==> src/rtl/map_compose_pkg.sv <==
// Shared defaults and FSM encoding for the map composer.
// Included by map_compose and spr_overlay.
package map_compose_pkg;

    localparam int MAP_W_DEF     = 13;
    localparam int MAP_H_DEF     = 13;
    localparam int GRID_BITS_DEF = 4;
    localparam int TILE_BITS_DEF = 16;
    localparam int ADDR_BITS_DEF = 19;

    typedef enum logic [1:0] {
        S_IDLE = 2'd0,
        S_READ = 2'd1,
        S_WAIT = 2'd2,
        S_EMIT = 2'd3
    } state_e;

endpackage

==> src/rtl/map_compose_spr_overlay.sv <==
// Priority match of the current grid cell against the sprite channels.
// The lowest-index enabled channel on the cell wins.
module spr_overlay
    import map_compose_pkg::*;
#(
    parameter int NUM_SPR   = 4,
    parameter int GRID_BITS = GRID_BITS_DEF,
    parameter int TILE_BITS = TILE_BITS_DEF,
    parameter int MAP_W     = MAP_W_DEF,
    parameter int MAP_H     = MAP_H_DEF
) (
    input  logic [GRID_BITS-1:0]         x_i,
    input  logic [GRID_BITS-1:0]         y_i,
    input  logic [NUM_SPR-1:0]           en_i,
    input  logic [NUM_SPR*GRID_BITS-1:0] sx_i,
    input  logic [NUM_SPR*GRID_BITS-1:0] sy_i,
    input  logic [NUM_SPR*TILE_BITS-1:0] st_i,
    output logic                         hit_o,
    output logic [TILE_BITS-1:0]         tile_o
);

    localparam logic [GRID_BITS:0] X_LIM = (GRID_BITS+1)'(MAP_W);
    localparam logic [GRID_BITS:0] Y_LIM = (GRID_BITS+1)'(MAP_H);

    logic [GRID_BITS-1:0] sx;
    logic [GRID_BITS-1:0] sy;

    // Walk from the highest channel down so the lowest match overwrites.
    always_comb begin
        hit_o  = 1'b0;
        tile_o = '0;
        sx     = '0;
        sy     = '0;
        for (int i = NUM_SPR - 1; i >= 0; i--) begin
            sx = sx_i[i*GRID_BITS +: GRID_BITS];
            sy = sy_i[i*GRID_BITS +: GRID_BITS];
            if (en_i[i] && sx == x_i && sy == y_i &&
                {1'b0, sx} < X_LIM && {1'b0, sy} < Y_LIM) begin
                hit_o  = 1'b1;
                tile_o = st_i[i*TILE_BITS +: TILE_BITS];
            end
        end
    end

endmodule

==> src/rtl/map_compose.sv <==
// Frame scanner: reads the tile map from BRAM and overlays sprites.
// Define MAP_ANIM_EN to flip bit 0 of sprite ids on alternate frames.
module map_compose
    import map_compose_pkg::*;
#(
    parameter int MAP_W     = MAP_W_DEF,
    parameter int MAP_H     = MAP_H_DEF,
    parameter int GRID_BITS = GRID_BITS_DEF,
    parameter int NUM_SPR   = 4,
    parameter int TILE_BITS = TILE_BITS_DEF,
    parameter int ADDR_BITS = ADDR_BITS_DEF,
    parameter int BRAM_LAT  = 1
) (
    input  logic                         clk,
    input  logic                         rstn,
    input  logic                         start,
    input  logic [ADDR_BITS-1:0]         map_id,
    input  logic [NUM_SPR-1:0]           spr_en,
    input  logic [NUM_SPR*GRID_BITS-1:0] spr_x,
    input  logic [NUM_SPR*GRID_BITS-1:0] spr_y,
    input  logic [NUM_SPR*TILE_BITS-1:0] spr_tile,
    output logic [ADDR_BITS-1:0]         bram_addr,
    input  logic [TILE_BITS-1:0]         bram_data,
    output logic                         tile_valid,
    input  logic                         tile_ready,
    output logic [TILE_BITS-1:0]         tile_id,
    output logic [GRID_BITS-1:0]         tile_x,
    output logic [GRID_BITS-1:0]         tile_y,
    output logic                         busy,
    output logic                         done
);

    localparam logic [ADDR_BITS-1:0] CELLS  = ADDR_BITS'(MAP_W * MAP_H);
    localparam logic [GRID_BITS-1:0] X_LAST = GRID_BITS'(MAP_W - 1);
    localparam logic [GRID_BITS-1:0] Y_LAST = GRID_BITS'(MAP_H - 1);
    localparam logic [1:0]           W_LAST = 2'(BRAM_LAT - 1);

    state_e                       state_q;
    logic [GRID_BITS-1:0]         x_q;
    logic [GRID_BITS-1:0]         y_q;
    logic [1:0]                   wcnt_q;
    logic [ADDR_BITS-1:0]         addr_q;
    logic                         valid_q;
    logic [TILE_BITS-1:0]         id_q;
    logic [GRID_BITS-1:0]         tx_q;
    logic [GRID_BITS-1:0]         ty_q;
    logic                         busy_q;
    logic                         done_q;
    logic [NUM_SPR-1:0]           en_q;
    logic [NUM_SPR*GRID_BITS-1:0] sx_q;
    logic [NUM_SPR*GRID_BITS-1:0] sy_q;
    logic [NUM_SPR*TILE_BITS-1:0] st_q;

    logic [ADDR_BITS-1:0] base_d;
    logic                 hit;
    logic [TILE_BITS-1:0] spr_id;
    logic [TILE_BITS-1:0] anim;
    logic [TILE_BITS-1:0] tile_d;
    logic                 last_acc;

    assign base_d   = map_id * CELLS;
    assign last_acc = (state_q == S_EMIT) && tile_ready &&
                      (x_q == X_LAST) && (y_q == Y_LAST);

    spr_overlay #(
        .NUM_SPR  (NUM_SPR),
        .GRID_BITS(GRID_BITS),
        .TILE_BITS(TILE_BITS),
        .MAP_W    (MAP_W),
        .MAP_H    (MAP_H)
    ) u_ovl (
        .x_i   (x_q),
        .y_i   (y_q),
        .en_i  (en_q),
        .sx_i  (sx_q),
        .sy_i  (sy_q),
        .st_i  (st_q),
        .hit_o (hit),
        .tile_o(spr_id)
    );

`ifdef MAP_ANIM_EN
    logic phase_q;

    always_ff @(posedge clk or negedge rstn) begin
        if (!rstn) begin
            phase_q <= 1'b0;
        end else if (last_acc) begin
            phase_q <= ~phase_q;
        end
    end

    assign anim = {{(TILE_BITS-1){1'b0}}, phase_q};
`else
    assign anim = '0;
`endif

    always_comb begin
        tile_d = bram_data;
        if (hit) begin
            tile_d = spr_id ^ anim;
        end
    end

    always_ff @(posedge clk or negedge rstn) begin
        if (!rstn) begin
            state_q <= S_IDLE;
            x_q     <= '0;
            y_q     <= '0;
            wcnt_q  <= '0;
            addr_q  <= '0;
            valid_q <= 1'b0;
            id_q    <= '0;
            tx_q    <= '0;
            ty_q    <= '0;
            busy_q  <= 1'b0;
            done_q  <= 1'b0;
            en_q    <= '0;
            sx_q    <= '0;
            sy_q    <= '0;
            st_q    <= '0;
        end else begin
            done_q <= 1'b0;
            unique case (state_q)
                S_IDLE: begin
                    // busy stays up through the done cycle
                    if (done_q) begin
                        busy_q <= 1'b0;
                    end
                    if (start && !busy_q) begin
                        en_q    <= spr_en;
                        sx_q    <= spr_x;
                        sy_q    <= spr_y;
                        st_q    <= spr_tile;
                        x_q     <= '0;
                        y_q     <= '0;
                        addr_q  <= base_d;
                        busy_q  <= 1'b1;
                        state_q <= S_READ;
                    end
                end
                S_READ: begin
                    wcnt_q  <= '0;
                    state_q <= S_WAIT;
                end
                S_WAIT: begin
                    if (wcnt_q == W_LAST) begin
                        id_q    <= tile_d;
                        tx_q    <= x_q;
                        ty_q    <= y_q;
                        valid_q <= 1'b1;
                        state_q <= S_EMIT;
                    end else begin
                        wcnt_q <= wcnt_q + 2'd1;
                    end
                end
                S_EMIT: begin
                    if (tile_ready) begin
                        valid_q <= 1'b0;
                        if (last_acc) begin
                            done_q  <= 1'b1;
                            state_q <= S_IDLE;
                        end else begin
                            if (x_q == X_LAST) begin
                                x_q <= '0;
                                y_q <= y_q + GRID_BITS'(1);
                            end else begin
                                x_q <= x_q + GRID_BITS'(1);
                            end
                            addr_q  <= addr_q + ADDR_BITS'(1);
                            state_q <= S_READ;
                        end
                    end
                end
                default: state_q <= S_IDLE;
            endcase
        end
    end

    assign bram_addr  = addr_q;
    assign tile_valid = valid_q;
    assign tile_id    = id_q;
    assign tile_x     = tx_q;
    assign tile_y     = ty_q;
    assign busy       = busy_q;
    assign done       = done_q;

endmodule

==> config.mk <==
export PLATFORM = sky130hd
export DESIGN_NAME = map_compose
export DESIGN_NICKNAME = d
export VERILOG_FILES = /design/src/rtl/map_compose_pkg.sv /design/src/rtl/map_compose_spr_overlay.sv /design/src/rtl/map_compose.sv
export SDC_FILE = /design/constraint.sdc
export NUM_CORES = 1
export LEC_CHECK = 0
export BUFFER_PORTS_ARGS = -buffer_cell sky130_fd_sc_hd__buf_2
export CELL_PAD_IN_SITES_DETAIL_PLACEMENT = 2
export CELL_PAD_IN_SITES_GLOBAL_PLACEMENT = 2
export CORE_MARGIN = 10
export CORE_UTILIZATION = 38
export CTS_CLUSTER_DIAMETER = 50
export DETAILED_ROUTE_END_ITERATION = 12
export GPL_TIMING_DRIVEN = 0
export PLACE_DENSITY = 0.9
export SLEW_MARGIN = 40
export SYNTH_ARGS = -nofsm -noshare
export SYNTH_HDL_FRONTEND = slang
export SYNTH_SLANG_ARGS = --single-unit
==> constraint.sdc <==
create_clock -name clk -period 6.7 [get_ports clk]
set_clock_uncertainty 0.15 [all_clocks]
set_input_delay 0.67 -clock clk [delete_from_list [all_inputs] [get_ports clk]]
set_output_delay 0.67 -clock clk [all_outputs]
set_load 0.1 [all_outputs]
==> qor.txt <==
YS warnings -> 0
layout cells sized above 1 -> 31.1%
initial antenna violation count -> 0
placed cell area -> 0.0106 mm2
grt ovf -> 0
Yosys reg bits -> 158
chip height -> 176 um
Worst setup SP type -> input port
H-tree levels -> 4
PD cells -> 372 mW/mm2
sequential fraction of the synthesis area -> 42.9%
first-pass GRT wire length -> 58.4 mm
CTS tree -> done
Ant. Diodes -> 0
area of the core -> 0.0237 mm2
RSZ-0062 raised after global routing -> false
EDFF count, synth -> 0
vias in the first global route -> 9244
final critical-path required period -> 4230 ps
Leak -> 5.68 nW
ys flop type -> dfrtp_1
Root Buffer Master -> clkbuf_16
Sw Ratio -> 48.9%
vias -> 7903
total global-route track usage -> 24.7%
max-slew violations -> 0
Final Hold Viols -> 0
share of power burned in registers -> 28.1%
crit path capture type -> flip-flop
count of cell types in the netlist -> 54
required time of the critical path -> 6870 ps
Yosys top cell by area -> dfrtp_1
fmax -> 236 MHz
DRC -> 0
share of flip-flops with an asynchronous set or reset -> 100%
Die W -> 176 um
top cells by area, synth -> dfrtp_1 (43%), mux2_2 (12%), ha_1 (7.5%)
drt total wl -> 38.2 mm
Post-Synthesis Cells -> 861
CP Max Fanout -> 5
Crit Path Class -> in -> reg
mean post-synth cell area -> 10.7 um2
pin count of the biggest net entering global routing -> 69
slew margin rel. -> 47.8%
fill count -> 2519
Routability Congestion -> 0.824
Layout Nets -> 1282
Worst VDD drop -> 336 uV
Logic pwr share -> 47.2%
worst min-delay path category -> in -> reg
pre-CTS setup slack -> 2080 ps
setup TNS -> 0 ps
clk buf depth -> 2
Final Cycle Share -> 63.1%
Max Cap Violations -> 0
Routed WL per cell -> 27.3 um
Sinks on Clock Net -> 158
I/O Pins -> 185
HPWL Detailed -> 27.6 mm
Clock Power Share -> 24.7%
FP Rows -> 56
Synth Cell Area -> 0.00921 mm2
area grow syn2layout -> 21.9%
Post-CTS Resized -> 0
switching power -> 2.04 mW
initial drt markers -> 583
I/O Buffers -> 184
worst path arrival time -> 4400 ps
Final ANT Viol Nets -> 0
first-pass iteration count of the detailed router -> 5
top-area cell type share of the netlist area -> 42.9%
CTS clk-pin slew, worst paths -> 70 ps
Final setup violation count -> 0
P_int -> 2.13 mW
mean number of vias per cell -> 5.65
fin area -> 0.0112 mm2
Post-Syn Nets -> 1076
Initial Util -> 38.9%
clk_lat worst skew -> 440 ps
Num CTS Buffers -> 17
Worst-Margin Slew -> 777 ps
outcome -> complete, no violations
Final WS setup -> 2470 ps
die area -> 0.0309 mm2
[worst max-delay path, stage by stage]
cell      delay (ps)
buf_2            140
ha_1             330
inv_1             70
fa_1             500
inv_1             50
fa_1             460
ha_1             320
ha_1             260
a211oi_1         270
o21bai_1         140
or3_1            380
nand4_1          170
and3_1           210
xor2_1            90
a221oi_1         320
[cells in the final DEF, fill, tap and decap left out, types with 5 or more instances in the layout]
cell type    n
ha_1        55
or3_1        5
mux2_2     102
o22ai_1     11
xor2_1      16
clkbuf_16   17
buf_2      188
a221oi_1     5
dfrtp_1    158
nand2b_1    15
nor2_1      54
nand3_1     25
nand4_1      8
o21ai_0     50
inv_6        5
nor3b_1      6
a31oi_1      6
clkbuf_1    32
nand2_1     49
and3_1       5
nor4_1       5
fa_1        21
a21o_1       8
and2_1      11
nor3_1      23
o31ai_1      7
nor2b_1     14
a21oi_1     38
mux2i_1      6
xnor2_1     29
a41o_1      11
o21a_1       5
inv_1       33
[synthesized netlist by cell type (all sizes together) (7+ instances only)]
cell / instances
a21o: 8
a21oi: 38
a41o: 11
and2: 11
buf: 9
clkbuf: 32
dfrtp: 158
fa: 21
ha: 55
inv: 33
mux2: 102
nand2: 49
nand2b: 15
nand3: 25
nand4: 8
nor2: 55
nor2b: 14
nor3: 24
o21ai: 50
o22ai: 11
o31ai: 7
xnor2: 29
xor2: 16
[final timing paths]
check,slack (ps),to,startpoint,depth (start not counted)
max in group asynchronous,4850,x_q[2],rstn,4
max,2470,bram_addr[15],map_id[1],15
min in group asynchronous,550,st_q[48],rstn,2
min reg2reg,340,tile_x[2],tile_x[2],2
min,310,st_q[5],spr_tile[5],2
max reg2reg,3280,tile_id[10],y_q[2],7
[layer usage]
metal	track usage (%)	vias up	wire length [um]
met2	44.7	241	19900
li1	-	3480	-
met3	4.14	64	1640
met4	9.71	0	1230
met5	0	-	0
met1	28.4	4118	15500
[layout make-up]
type / count / area, um2 / area share (%)
plain buffers: 41 / 175 / 1.56
flip-flops and latches: 158 / 3950 / 35.2
clock inverters: 13 / 151 / 1.35
repair buffers: 187 / 996 / 8.87
clock buffers: 19 / 453 / 4.04
inverters: 34 / 128 / 1.14
multi-input cells: 628 / 4970 / 44.3
well taps: 319 / 399 / 3.56
[stage by stage]
stage                     hold slack, ps  instances  utilization, %  power, mW
after floorplan                      224        861               -       2.56
after global placement               306       1364            44.5       2.99
after detailed placement             320       1366            44.7       3.11
after CTS                            299       1399            47.3       4.18
after global routing                 307       1399            47.4       4.37
final                                310       1399            47.4       4.17
[registers in the layout, summed over array words and instances, names as in the netlist]
signal,flops
bram_addr,19
busy,1
done,1
en_q,4
st_q,64
state_q,2
sx_q,16
sy_q,16
tile_id,16
tile_valid,1
tile_x,4
tile_y,4
wcnt_q,2
x_q,4
y_q,4
[repair_timing]
action,in CTS,in global routing
hold buffers,1,0
endpoints found under the hold margin,38,0
setup buffers,0,0
[logic make-up (layout without fill, tap and decap cells)]
family	count (synthesis)	in the layout	share of synthesized area, %
fa+ha+maj	76	76	12.0
buf+inv	75	294	3.29
simple gates	230	230	12.4
xor+xnor	45	45	4.28
flops	158	158	42.9
compound gates	169	169	12.0
mux	108	108	13.1
[power groups by stage]
stage / Combinational (mW) / Clock [mW] / Sequential [mW]
2_1_floorplan: 0.755 / 0 / 1.81
3_3_place_gp: 1.83 / 0 / 1.17
5_1_grt: 2.10 / 1.08 / 1.19
3_5_place_dp: 1.93 / 0 / 1.18
4_1_cts: 1.97 / 1.04 / 1.17
6_report: 1.97 / 1.03 / 1.17
Power figures use the tool's default switching activity.
